<file path="src/rtl/multicycle_ctrl_pkg.sv">
// Shared encodings for the multi-cycle MIPS-subset controller: opcodes, funct
// codes, datapath select encodings, FSM state codes and instruction classes.
package multicycle_ctrl_pkg;

  localparam logic [5:0] OP_RTYPE = 6'h00;
  localparam logic [5:0] OP_J     = 6'h02;
  localparam logic [5:0] OP_JAL   = 6'h03;
  localparam logic [5:0] OP_BEQ   = 6'h04;
  localparam logic [5:0] OP_ORI   = 6'h0D;
  localparam logic [5:0] OP_LUI   = 6'h0F;
  localparam logic [5:0] OP_LW    = 6'h23;
  localparam logic [5:0] OP_SW    = 6'h2B;

  localparam logic [5:0] FN_ADDU  = 6'h21;
  localparam logic [5:0] FN_SUBU  = 6'h23;

  localparam logic [1:0] ALU_ADD  = 2'd0;
  localparam logic [1:0] ALU_SUB  = 2'd1;
  localparam logic [1:0] ALU_OR   = 2'd2;
  localparam logic [1:0] ALU_LUI  = 2'd3;

  localparam logic [1:0] DST_RT   = 2'd0;
  localparam logic [1:0] DST_RD   = 2'd1;
  localparam logic [1:0] DST_RA   = 2'd2;

  localparam logic [1:0] WB_ALU   = 2'd0;
  localparam logic [1:0] WB_MEM   = 2'd1;
  localparam logic [1:0] WB_PC4   = 2'd2;

  localparam logic [2:0] S_FETCH  = 3'd0;
  localparam logic [2:0] S_DECODE = 3'd1;
  localparam logic [2:0] S_EXEC   = 3'd2;
  localparam logic [2:0] S_MEM    = 3'd3;
  localparam logic [2:0] S_WB     = 3'd4;
  localparam logic [2:0] S_TRAP   = 3'd5;

  typedef enum logic [3:0] {
    CL_NOP, CL_ADDU, CL_SUBU, CL_ORI, CL_LUI,
    CL_LW, CL_SW, CL_BEQ, CL_J, CL_JAL
  } ins_class_t;

  // Classes whose EXEC cycle is also their last cycle.
  function automatic logic exec_is_final(input ins_class_t cls);
    return (cls == CL_NOP) || (cls == CL_BEQ) || (cls == CL_J) || (cls == CL_JAL);
  endfunction

endpackage

</file>
<file path="src/rtl/multicycle_ctrl_decode.sv">
// Purely combinational classifier: instruction register -> instruction class
// plus a legal bit. Anything outside the supported set is flagged illegal.
module ctrl_decode
  import multicycle_ctrl_pkg::*;
(
  input  logic [31:0] ir,
  output ins_class_t  ins_class,
  output logic        legal
);

  logic [5:0] opcode;
  logic [5:0] funct;

  assign opcode = ir[31:26];
  assign funct  = ir[5:0];

  always_comb begin
    ins_class = CL_NOP;
    legal     = 1'b1;
    // The all-zero word is nop; other R-type encodings only count for addu/subu.
    if (ir == 32'h0000_0000) begin
      ins_class = CL_NOP;
    end else begin
      case (opcode)
        OP_RTYPE: begin
          case (funct)
            FN_ADDU: ins_class = CL_ADDU;
            FN_SUBU: ins_class = CL_SUBU;
            default: legal = 1'b0;
          endcase
        end
        OP_ORI:  ins_class = CL_ORI;
        OP_LUI:  ins_class = CL_LUI;
        OP_LW:   ins_class = CL_LW;
        OP_SW:   ins_class = CL_SW;
        OP_BEQ:  ins_class = CL_BEQ;
        OP_J:    ins_class = CL_J;
        OP_JAL:  ins_class = CL_JAL;
        default: legal = 1'b0;
      endcase
    end
  end

endmodule

</file>
<file path="src/rtl/multicycle_ctrl.sv">
// Multi-cycle control FSM: latches the fetched word, sequences each
// instruction through its states and drives Moore datapath/PC controls.
module multicycle_ctrl
  import multicycle_ctrl_pkg::*;
#(
  parameter int CNT_W = 32
) (
  input  logic             clk,
  input  logic             rst_ctrl,
  input  logic [31:0]      im_out_ins,
  output logic             pc_we,
  output logic             npc_sel,
  output logic             isJump,
  output logic [15:0]      npc_in_imm16,
  output logic [25:0]      npc_in_imm26,
  output logic             reg_we,
  output logic [1:0]       reg_dst,
  output logic [1:0]       wb_sel,
  output logic             alu_src,
  output logic             ext_op,
  output logic [1:0]       alu_op,
  output logic             mem_we,
  output logic             illegal,
  output logic [CNT_W-1:0] retired
);

  logic [2:0]       state_reg;
  logic [2:0]       state_next;
  logic [31:0]      ir_reg;
  logic             illegal_reg;
  logic [CNT_W-1:0] retired_reg;
  ins_class_t       ins_class;
  logic             legal;
  logic             final_cycle;
  logic             exec_phase;

  ctrl_decode u_decode (
    .ir        (ir_reg),
    .ins_class (ins_class),
    .legal     (legal)
  );

  always_comb begin
    state_next = state_reg;
    case (state_reg)
      S_FETCH:  state_next = S_DECODE;
      S_DECODE: state_next = legal ? S_EXEC : S_TRAP;
      S_EXEC: begin
        if (exec_is_final(ins_class))
          state_next = S_FETCH;
        else if (ins_class == CL_LW || ins_class == CL_SW)
          state_next = S_MEM;
        else
          state_next = S_WB;
      end
      S_MEM:    state_next = (ins_class == CL_SW) ? S_FETCH : S_WB;
      S_WB:     state_next = S_FETCH;
      S_TRAP:   state_next = S_TRAP;
      default:  state_next = S_FETCH;
    endcase
  end

  always_ff @(posedge clk or posedge rst_ctrl) begin
    if (rst_ctrl) begin
      state_reg   <= S_FETCH;
      ir_reg      <= 32'h0000_0000;
      illegal_reg <= 1'b0;
      retired_reg <= '0;
    end else begin
      state_reg <= state_next;
      if (state_reg == S_FETCH)
        ir_reg <= im_out_ins;
      if (state_reg == S_DECODE && !legal)
        illegal_reg <= 1'b1;
      if (final_cycle)
        retired_reg <= retired_reg + CNT_W'(1);
    end
  end

  assign exec_phase = (state_reg == S_EXEC) || (state_reg == S_MEM) || (state_reg == S_WB);

  always_comb begin
    final_cycle = 1'b0;
    npc_sel     = 1'b0;
    isJump      = 1'b0;
    reg_we      = 1'b0;
    reg_dst     = DST_RT;
    wb_sel      = WB_ALU;
    alu_src     = 1'b0;
    ext_op      = 1'b0;
    alu_op      = ALU_ADD;
    mem_we      = 1'b0;

    // Datapath selects are a function of ir alone once execution has begun.
    if (exec_phase) begin
      case (ins_class)
        CL_ADDU: reg_dst = DST_RD;
        CL_SUBU: begin reg_dst = DST_RD; alu_op = ALU_SUB; end
        CL_ORI:  begin alu_src = 1'b1; alu_op = ALU_OR; end
        CL_LUI:  begin alu_src = 1'b1; alu_op = ALU_LUI; end
        CL_LW:   begin alu_src = 1'b1; ext_op = 1'b1; wb_sel = WB_MEM; end
        CL_SW:   begin alu_src = 1'b1; ext_op = 1'b1; end
        CL_BEQ:  begin ext_op = 1'b1; alu_op = ALU_SUB; end
        CL_JAL:  begin reg_dst = DST_RA; wb_sel = WB_PC4; end
        default: ;
      endcase
    end

    case (state_reg)
      S_EXEC: begin
        if (exec_is_final(ins_class)) begin
          final_cycle = 1'b1;
          npc_sel     = (ins_class == CL_BEQ);
          isJump      = (ins_class == CL_J) || (ins_class == CL_JAL);
          reg_we      = (ins_class == CL_JAL);
        end
      end
      S_MEM: begin
        if (ins_class == CL_SW) begin
          mem_we      = 1'b1;
          final_cycle = 1'b1;
        end
      end
      S_WB: begin
        reg_we      = 1'b1;
        final_cycle = 1'b1;
      end
      default: ;
    endcase
  end

  assign pc_we        = final_cycle;
  assign npc_in_imm16 = ir_reg[15:0];
  assign npc_in_imm26 = ir_reg[25:0];
  assign illegal      = illegal_reg;
  assign retired      = retired_reg;

endmodule

</file>
<file path="config.mk">
export PLATFORM = sky130hd
export DESIGN_NAME = multicycle_ctrl
export DESIGN_NICKNAME = d
export VERILOG_FILES = /design/src/rtl/multicycle_ctrl_pkg.sv /design/src/rtl/multicycle_ctrl_decode.sv /design/src/rtl/multicycle_ctrl.sv
export SDC_FILE = /design/constraint.sdc
export NUM_CORES = 1
export LEC_CHECK = 0
export CAP_MARGIN = 10
export CORE_ASPECT_RATIO = 0.75
export CORE_UTILIZATION = 47
export DETAILED_ROUTE_END_ITERATION = 12
export PLACE_DENSITY = 0.88
export SLEW_MARGIN = 10
export SYNTH_ARGS = -nofsm -noshare
export SYNTH_HDL_FRONTEND = slang
export SYNTH_SLANG_ARGS = --single-unit
</file>
<file path="constraint.sdc">
create_clock -name clk -period 2.4 [get_ports clk]
set_input_delay 0.36 -clock clk [delete_from_list [all_inputs] [get_ports clk]]
set_output_delay 0.36 -clock clk [all_outputs]
set_load 0.05 [all_outputs]
</file>
==> results.yml <==
status:
  violations: "negative setup slack"
  outcome: "finished with violations"
grt:
  antenna_found_initial: 0
  grt_pass1_vias: 2953
  grt_pass1_wl_um: 15500
  overflow: 0
  grt_max_degree: 34
  grt_util_all_layers_pct: 23.4
placed_design:
  place_ws_ps: 83.8
  dp_hpwl_um: 6740
  io_buffers: 121
  gp_congestion: 0.913
job:
  cap_violations: 0
routing:
  dr_total_vias: 3112
  wl_per_cell_um: 17.9
  drc: 0
  first_pass_iters: 4
  postRouteAntennaNets: 0
  viasPerCell: 5.49
  drt_iter0_drc: 106
  postRouteWirelength_um: 10200
power:
  leakagePower_nw: 2.31
  ir_drop_mv: 1.03
  pwr_density_cell_nw_per_um2: 1290
floorplanning:
  die_x_um: 107
  die_area_um2: 8640
  core_um2: 7950
  initial_core_util_pct: 48.9
  num_io_pins: 122
  placementRows: 28
  die_h_um: 80.7
timing:
  clock_skew_ps: 8.21
  setup_tns_ps: -343
  slew_violations: 0
  finalSetupViolCount: 3
  worst_slew_pin_slew_ps: 582
  timing.final.crit_period_ps: 2590
  worst_slack_ps: -190
  max_slew_margin_pct: 61.1
  rsz0062_at_grt: "yes"
  max_freq_mhz: 386
  hold_viol_final: 0
  fin_crit_sh_pct: 108
yosys:
  ys_ff_latch: 68
  synth-edff-count: 0
  synth_flop_cell: "dfrtp_1"
  ys_async_sr_fraction_pct: 100
  synth_cell_types: 57
  postSynthNetCount: 385
  synth_area_um2: 3880
  ys_seq_area_share_pct: 43.8
  synth_warnings: 0
  synth_cells: 350
  postSynthAreaPerCell_um2: 11.1
critical_path:
  worstPathRequired_ps: 2040
  crit_buf_inv: 1
  crit_chain: "nor2_2 > a21oi_4 > nor2_1 > nand2_1 > a2111oi_4 > clkbuf_16"
  crit_cells: 6
  cp_slowest_cell: "dfrtp_1"
  regToRegSetupSlack_ps: 20
  critPathArrivalTime_ps: 2230
  cpLargestDelayFamily: "simple AND/OR/NAND/NOR gates"
  reg2reg_depth: 9
  rr_startpoint: "ir_reg[28]$_DFFE_PP0P_"
  crit_path_max_incr_delay_ps: 540
  crit_type: "reg -> out"
  cp-startpoint: "state_reg[0]$_DFF_PP0_"
  endpoint_kind: "primary output"
  r2r-end: "retired[27]$_DFFE_PP0P_"
  cp-start-kind: "register"
  critical_path_peak_fanout: 11
clock_tree:
  clkSinkCount: 68
  htreeDepth: 3
  worstSkewPairLatency_ps: 340
  root_buffer: "clkbuf_8"
  cts_tree: "yes"
  numCtsBuffers: 9
  cts_buffer_depth: 2
  path_clk_slew_ps: 80
finish:
  nets: 492
  final_layout_size_suffix_gt1_share_pct: 33.1
  final_common_cell: "clkdlybuf4s50_1"
  syn2layout_area_growth_pct: 44.8
  final_cell_mix: "clkdlybuf4s50_1, dfrtp_1, mux2_2"
  diodes: 0
min_path:
  holdCritPathClass: "in -> async"
final cells by class:
class                      count  area [um2]
tap                          105         131
multi-input combinational    218        1890
sequential                    68        1710
clock buffer                  11         151
fill                         518        2330
timing repair buffer         154        1630
clock inverter                 5        83.8
inverter                       6        22.5
synth_stat cells (2+ instances only):
cell	n	area share, %
and4_1	2	0.45
clkbuf_1	6	0.58
nor4_2	11	3.5
and3_1	4	0.64
nand4_1	5	0.81
nor4_1	7	1.1
xnor2_1	4	0.90
nor2b_1	3	0.48
nor3b_1	5	0.97
inv_1	5	0.48
buf_4	43	8.3
mux2_2	31	9.0
o21ai_0	4	0.52
a21oi_1	6	0.77
nand2_1	25	2.4
nor2_1	17	1.6
buf_2	3	0.39
buf_6	5	1.4
a21o_1	3	0.58
dfrtp_1	68	44
nor4b_2	6	2.3
a2111oi_0	2	0.45
xor2_1	27	6.1
nand3_1	6	0.77
nand2b_1	5	0.81
a2bb2oi_1	2	0.45
nor3_2	2	0.52
nor3_1	14	1.8
through the flow:
step / total power [mW] / cells / cell area, um2 / util, % / hold WS, ps
2_1_floorplan: 4.99 / 350 / 3920 / - / 477
3_3_place_gp: 5.54 / 530 / 5070 / 63.7 / 454
3_5_place_dp: 5.63 / 530 / 5070 / 63.7 / 451
4_1_cts: 7.09 / 560 / 5520 / 69.4 / 408
5_1_grt: 7.53 / 567 / 5620 / 70.7 / 474
6_report: 7.27 / 567 / 5620 / 70.7 / 402
worst register-to-register path, delay by kind of cell (launching register included):
family	cells	cell delay (ps)
and+or+nand+nor	3	820
buffers and inverters	3	520
AOI/OAI and AO/OA	2	240
xor gates and xnor gates	1	240
DFF	1	480
worst max path at each step:
stage | endpoint | slack (ps)
3_3_place_gp | wb_sel[0] | 150
3_5_place_dp | wb_sel[0] | 80
6_report | wb_sel[0] | -190
4_1_cts | wb_sel[0] | -60
2_1_floorplan | ext_op | -70
5_1_grt | wb_sel[0] | -290
power by group:
part | total [mW] | switching [mW] | internal [mW]
clock | 1.10 | 0.456 | 0.644
combinational | 4.15 | 2.53 | 1.62
sequential | 2.01 | 0.518 | 1.49
kinds of logic (layout without fill, tap and decap cells):
family | Yosys count | count (layout) | synth area share [%]
fa+ha+maj | 1 | 1 | 0.322
buf+inv | 64 | 176 | 11.5
simple gates | 128 | 128 | 22.2
compound gates | 25 | 25 | 5.44
mux | 32 | 32 | 9.37
flops | 68 | 68 | 43.8
xor+xnor | 32 | 32 | 7.41
per-layer routing:
layer	global-route usage (%)	share of wire [%]	wire (um)	up-vias
met4	7.53	2.3	232	0
met2	39.7	49	5010	128
met5	0	0	0	-
met1	30.7	43	4420	1555
met3	4.17	5.0	509	25
li1	-	-	-	1404
repair_timing:
action                     in CTS  in global routing
hold buffers                    0                  0
buffers inserted               14                  7
setup endpoints to repair       7                  5
pin swaps                       6                  8
resized for setup              22                 12
Power figures use the tool's default switching activity.
